==> src/rtl/alu_arbiter.sv <==
// Round-robin arbiter sharing one combinational ALU between two requesters.
// Operands are registered into the ALU, results captured one cycle later and held until accepted.
module alu_arbiter #(
  parameter int DW = 8,
  parameter int CW = 4
) (
  input  logic          clk_i,
  input  logic          rst_ni,
  input  logic          r0_valid_i,
  output logic          r0_ready_o,
  input  logic [CW-1:0] r0_ctl_i,
  input  logic [DW-1:0] r0_a_i,
  input  logic [DW-1:0] r0_b_i,
  input  logic          r1_valid_i,
  output logic          r1_ready_o,
  input  logic [CW-1:0] r1_ctl_i,
  input  logic [DW-1:0] r1_a_i,
  input  logic [DW-1:0] r1_b_i,
  output logic          s0_valid_o,
  input  logic          s0_ready_i,
  output logic          s1_valid_o,
  input  logic          s1_ready_i,
  output logic [DW-1:0] s_z_o,
  output logic [DW-1:0] s_flags_o,
  output logic [CW-1:0] alu_ctl_o,
  output logic [DW-1:0] alu_a_o,
  output logic [DW-1:0] alu_b_o,
  input  logic [DW-1:0] alu_z_i,
  input  logic [DW-1:0] alu_flags_i,
  output logic          busy_o
);

  // state | meaning
  // IDLE  | waiting for a request, arbitration active
  // EXEC  | ALU evaluating registered operands
  // RESP  | result presented to owner, waiting for its ready
  typedef enum logic [1:0] {
    IDLE = 2'd0,
    EXEC = 2'd1,
    RESP = 2'd2
  } state_e;

  state_e        state_q, state_d;
  logic          last_q, last_d;
  logic          owner_q, owner_d;
  logic [CW-1:0] alu_ctl_q, alu_ctl_d;
  logic [DW-1:0] alu_a_q, alu_a_d;
  logic [DW-1:0] alu_b_q, alu_b_d;
  logic [DW-1:0] s_z_q, s_z_d;
  logic [DW-1:0] s_flags_q, s_flags_d;
  logic          grant;
  logic          resp_taken;

  // On contention the port that was not served last wins.
  assign grant      = (r0_valid_i && r1_valid_i) ? ~last_q : r1_valid_i;
  assign resp_taken = owner_q ? s1_ready_i : s0_ready_i;

  always_ff @(posedge clk_i or negedge rst_ni) begin
    if (!rst_ni) begin
      state_q   <= IDLE;
      last_q    <= 1'b1;
      owner_q   <= 1'b0;
      alu_ctl_q <= '0;
      alu_a_q   <= '0;
      alu_b_q   <= '0;
      s_z_q     <= '0;
      s_flags_q <= '0;
    end else begin
      state_q   <= state_d;
      last_q    <= last_d;
      owner_q   <= owner_d;
      alu_ctl_q <= alu_ctl_d;
      alu_a_q   <= alu_a_d;
      alu_b_q   <= alu_b_d;
      s_z_q     <= s_z_d;
      s_flags_q <= s_flags_d;
    end
  end

  always_comb begin
    state_d    = state_q;
    last_d     = last_q;
    owner_d    = owner_q;
    alu_ctl_d  = alu_ctl_q;
    alu_a_d    = alu_a_q;
    alu_b_d    = alu_b_q;
    s_z_d      = s_z_q;
    s_flags_d  = s_flags_q;
    r0_ready_o = 1'b0;
    r1_ready_o = 1'b0;
    s0_valid_o = 1'b0;
    s1_valid_o = 1'b0;
    case (state_q)
      IDLE: begin
        if (r0_valid_i || r1_valid_i) begin
          r0_ready_o = ~grant & r0_valid_i;
          r1_ready_o = grant & r1_valid_i;
          owner_d    = grant;
          alu_ctl_d  = grant ? r1_ctl_i : r0_ctl_i;
          alu_a_d    = grant ? r1_a_i : r0_a_i;
          alu_b_d    = grant ? r1_b_i : r0_b_i;
          state_d    = EXEC;
        end
      end
      EXEC: begin
        s_z_d     = alu_z_i;
        s_flags_d = alu_flags_i;
        state_d   = RESP;
      end
      RESP: begin
        s0_valid_o = ~owner_q;
        s1_valid_o = owner_q;
        // Returning to IDLE only; a waiting request is arbitrated next cycle.
        if (resp_taken) begin
          last_d  = owner_q;
          state_d = IDLE;
        end
      end
      default: state_d = IDLE;
    endcase
  end

  assign s_z_o     = s_z_q;
  assign s_flags_o = s_flags_q;
  assign alu_ctl_o = alu_ctl_q;
  assign alu_a_o   = alu_a_q;
  assign alu_b_o   = alu_b_q;
  assign busy_o    = (state_q != IDLE);

endmodule

==> config.mk <==
export PLATFORM = sky130hd
export DESIGN_NAME = alu_arbiter
export DESIGN_NICKNAME = d
export VERILOG_FILES = /design/src/rtl/alu_arbiter.sv
export SDC_FILE = /design/constraint.sdc
export NUM_CORES = 1
export LEC_CHECK = 0
export CORE_ASPECT_RATIO = 0.9
export CORE_MARGIN = 8
export CORE_UTILIZATION = 40
export CTS_BUF_LIST = sky130_fd_sc_hd__clkbuf_4
export CTS_CLUSTER_SIZE = 25
export DETAILED_ROUTE_END_ITERATION = 10
export GPL_TIMING_DRIVEN = 0
export PLACE_DENSITY_LB_ADDON = 0.12
export SLEW_MARGIN = 15
export SYNTH_ARGS = -nofsm -noshare
export SYNTH_HDL_FRONTEND = slang
export SYNTH_SLANG_ARGS = --single-unit
==> constraint.sdc <==
create_clock -name clk_i -period 4.48 [get_ports clk_i]
set_input_delay 0.896 -clock clk_i [delete_from_list [all_inputs] [get_ports clk_i]]
set_output_delay 0.896 -clock clk_i [all_outputs]
set_load 0.01 [all_outputs]
==> Word level (Yosys, flattened, before mapping) <==
Cells that the tools add are included.
{ "word_totals": {"register_bits": 40, "in_bits": 62, "wordCells": 38, "out_inout_bits": 41} }
{ "classes": {"n_eq_ne": 4, "n_mux": 14, "n_reduce_logical": 7, "bitwise": 5} }
{ "op_table": {"columns": ["op", "n"], "rows": [
  ["8-bit 2-to-1 mux", 2],
  ["1-bit 2-to-1 mux", 8],
  ["2-bit case mux with 3 select lines", 1],
  ["2-bit AND reduction", 3],
  ["2-bit 2-to-1 mux", 2],
  ["4-bit 2-to-1 mux", 1],
  ["2-bit != test, second input constant", 2],
  ["1-bit inverter", 3],
  ["1-bit bitwise AND", 2],
  ["2-bit by 1-bit == test with 1-bit output, second input constant", 1],
  ["2-bit == test, second input constant", 1],
  ["2-bit zero test", 1],
  ["2-bit nonzero test", 1],
  ["1-bit logical AND", 1],
  ["1-bit logical OR", 1]
]} }

==> Longest topological paths before layout <==
{ "depth": {"word_depth": 6, "ltp_mapped": 4, "mapped_depth_nobuf": 3} }

==> Least setup slack after synthesis <==
OpenSTA, ideal clock, no wires.
{ "synth_timing": {"kind": "input-to-output", "start": "input r1_valid_i", "end": "output r1_ready_o", "arrival_time_ns": 1.586, "n_path_buf": 1, "setup_slack_ns": 1.998, "stages": 3, "t_required_ns": 3.584, "path_cell_list": "a21bo_4 -> buf_6 -> nor3_1"} }
{ "synth_via": {"elab_chain_cells": 5, "elab_cells_between_ends": 6, "cone_classes": "mux (3); bitwise (1); reduce/logical (2)"} }
{ "synth_lines": {"columns": ["element", "line", "source"], "rows": [
  ["start, declared", "14", "input logic r1_valid_i,"],
  ["1-bit logical AND", "55", "assign grant = (r0_valid_i && r1_valid_i) ? ~last_q : r1_valid_i;"],
  ["1-bit 2-to-1 mux", "55", null],
  ["1-bit bitwise AND", "97", "r1_ready_o = grant & r1_valid_i;"],
  ["1-bit 2-to-1 mux *", "95", "if (r0_valid_i || r1_valid_i) begin"],
  ["1-bit 2-to-1 mux *", "93", "case (state_q)"],
  ["end, declared", "15", "output logic r1_ready_o,"]
]} }
Every way passes the cells marked *; elsewhere a longest branch is shown, timed or not.

==> Worst setup path after layout <==
Same ends and word-level chain as after synthesis.

==> impl_metrics.json <==
{
  "syn_nets": 182,
  "vdd_ir_drop_max_mv": 0.279,
  "power_density_nw_per_um2": 605,
  "final_nets": 292,
  "vias": 1361,
  "arrival_ns": 2.62,
  "post-cts-setup-buffer-count": 0,
  "drive_gt1_share_pct": 31.6,
  "routed_via_density": 4.65,
  "start_kind": "input pin",
  "met3_length_um": 510,
  "multi_input_area_um2": 807,
  "grt_pass1_wl_um": 7560,
  "p_leak_nw": 1.32,
  "drt-initial-drc-count": 30,
  "path_clk_slew_ns": 0.12,
  "wl_um": 5010,
  "place.gp.congestion": 0.719,
  "grt_pass1_vias": 1556,
  "synth-seq-cells": 40,
  "rsz0062_at_grt": "no",
  "numCtsBuffers": 5,
  "status": "complete, no violations",
  "setup_violations": 0,
  "dieArea_um2": 7090,
  "portBuffers": 102,
  "dp_hpwl_um": 4060,
  "io_pins": 103,
  "top_layer": "met4",
  "drv_slew": 0,
  "globalRoute.totalOverflow": 0,
  "synth_top_area_cell": "dfrtp_1",
  "setup_tns_ns": 0,
  "synth.top_cell.area_share_pct": 52.5,
  "synth_area_leaders": "dfrtp_1 52%, mux2_2 24%, mux2_4 15%",
  "hold_viol_final": 0,
  "ctsResizeCount": 0,
  "crit_start": "r1_valid_i",
  "h-tree-depth": 2,
  "wl_met2_um": 2520,
  "fin_crit_sh_pct": 78.5,
  "die_x_um": 87.9,
  "hold_buffers": 0,
  "nFillCells": 346,
  "crit-reg2reg-launch": "last_q$_DFFE_PN1P_",
  "yosysWarnings": 0,
  "remaining_drc_errors": 0,
  "synth-seq-area-share_pct": 53.9,
  "synth.distinct_cells": 18,
  "clk_path_buf_depth": 2,
  "seq_area_um2": 1000,
  "placedInstanceArea_um2": 2970,
  "path_max_fanout": 10,
  "min_period_ns": 3.51,
  "initial_utilization_pct": 41.7,
  "design_area_um2": 3050,
  "wl_per_cell_um": 17.1,
  "cts_root_buffer": "clkbuf_4",
  "wl_met1_um": 1910,
  "max_freq_mhz": 285,
  "slew_headroom_pct": 68.9,
  "avgSynthCellArea_um2": 15.5,
  "area_growth_pct": 63.9,
  "cts_tree": "built",
  "cts_sinks": 40,
  "critical_path_class": "in2out",
  "antenna_left": 0,
  "clock_latency_ns": 0.35,
  "skew_ns": 0.00907,
  "grt_max_degree": 28,
  "syn-instance-count": 120,
  "hold_class": "in2async",
  "syn_area_um2": 1860,
  "cap_violations": 0,
  "track_usage_pct": 14.2,
  "endpoint_kind": "output pin",
  "fp.coreArea_um2": 4460,
  "firstDrtPassIters": 2,
  "antenna_found_initial": 0,
  "worst_pin_slew_ns": 0.461,
  "cp.required_ns": 3.58,
  "die_h_um": 80.7,
  "num_rows": 23,
  "diodes": 0
}
cell usage after synthesis:
library cell  number
a21bo_4            1
a21o_1             2
a22o_1             1
and2_1             1
and3_1             1
buf_2              4
buf_6              2
dfrtp_1           39
dfstp_2            1
inv_1              2
mux2_2            39
mux2_4            18
nand2_1            1
nand2b_1           2
nor2_1             2
nor2b_1            1
nor3_1             1
o21ai_0            2
per-layer routing:
metal,global-route usage [%],up-vias
li1,-,642
met1,14.9,651
met2,23.7,61
met3,6.22,7
met4,6.86,0
met5,0,-
metrics by stage:
stage	worst slack (ns)	instances	power [mW]	hold slack [ns]	util, %
4_1_cts	0.930	293	1.88	0.415	68.3
5_1_grt	0.909	293	1.96	0.415	68.3
6_report	0.965	293	1.84	0.421	68.3
3_5_place_dp	0.932	285	1.64	0.492	66.6
3_3_place_gp	1.01	284	1.60	0.486	66.3
2_1_floorplan	2.00	120	1.12	0.516	-
cell usage in the layout, fill, tap and decap left out:
cell type / count
clkbuf_4: 5
nor2_1: 2
buf_2: 5
nor3_1: 1
buf_12: 1
a21o_1: 2
o21ai_0: 2
and2_1: 1
dfrtp_1: 39
clkdlybuf4s50_1: 101
mux2_2: 39
a21bo_4: 1
inv_1: 2
and3_1: 1
nand2_1: 1
clkinv_1: 2
bufinv_16: 1
nand2b_1: 2
buf_6: 2
dfstp_2: 1
a22o_1: 1
nor2b_1: 1
mux2_4: 18
cell families after synthesis:
family / after synthesis / synth area share (%)
buffers and inverters: 8 / 2.69
AND/OR/NAND/NOR: 9 / 2.56
multiplexers: 57 / 38.2
AO/OA/AOI/OAI: 6 / 2.69
flip-flops: 40 / 53.9
flip-flops by register name, indices dropped and copies added (netlist names):
| register | cells |
|---|---|
| alu_ctl_o | 4 |
| state_q | 2 |
| owner_q | 1 |
| alu_a_o | 8 |
| alu_b_o | 8 |
| s_flags_o | 8 |
| last_q | 1 |
| s_z_o | 8 |
cell type report:
type                       instances  area share [%]
clock inverter                     3            1.23
tap                               62            2.55
timing repair buffer             103            34.0
multi-input combinational         72            26.5
sequential                        40            32.9
buffer                             6            1.40
inverter                           2           0.246
clock buffer                       5            1.23
report_power, final:
part	total (mW)	leakage [nW]	internal (mW)	switching, mW
clock network	0.230	0.0403	0.114	0.116
logic	0.968	0.810	0.620	0.348
registers	0.646	0.468	0.548	0.0976
critical path, stage by stage:
cell             delay (ns)
clkdlybuf4s50_1        0.49
a21bo_4                0.26
buf_6                  0.16
nor3_1                 0.21
clkdlybuf4s50_1        0.60
final timing paths:
| path | end | slack [ns] | cells after the start |
|---|---|---|---|
| min reg2reg | alu_b_o[6]$_DFFE_PN0P_ | 0.51 | 1 |
| min | s_z_o[2]$_DFFE_PN0N_ | 0.42 | 1 |
| max reg2reg | alu_b_o[5]$_DFFE_PN0P_ | 2.86 | 4 |
| max in group asynchronous | last_q$_DFFE_PN1P_ | 3.54 | 2 |
| max | r1_ready_o | 0.97 | 5 |
| min in group clk_i | alu_b_o[6]$_DFFE_PN0P_ | 0.51 | 1 |
(Power assumes the default switching activity.)
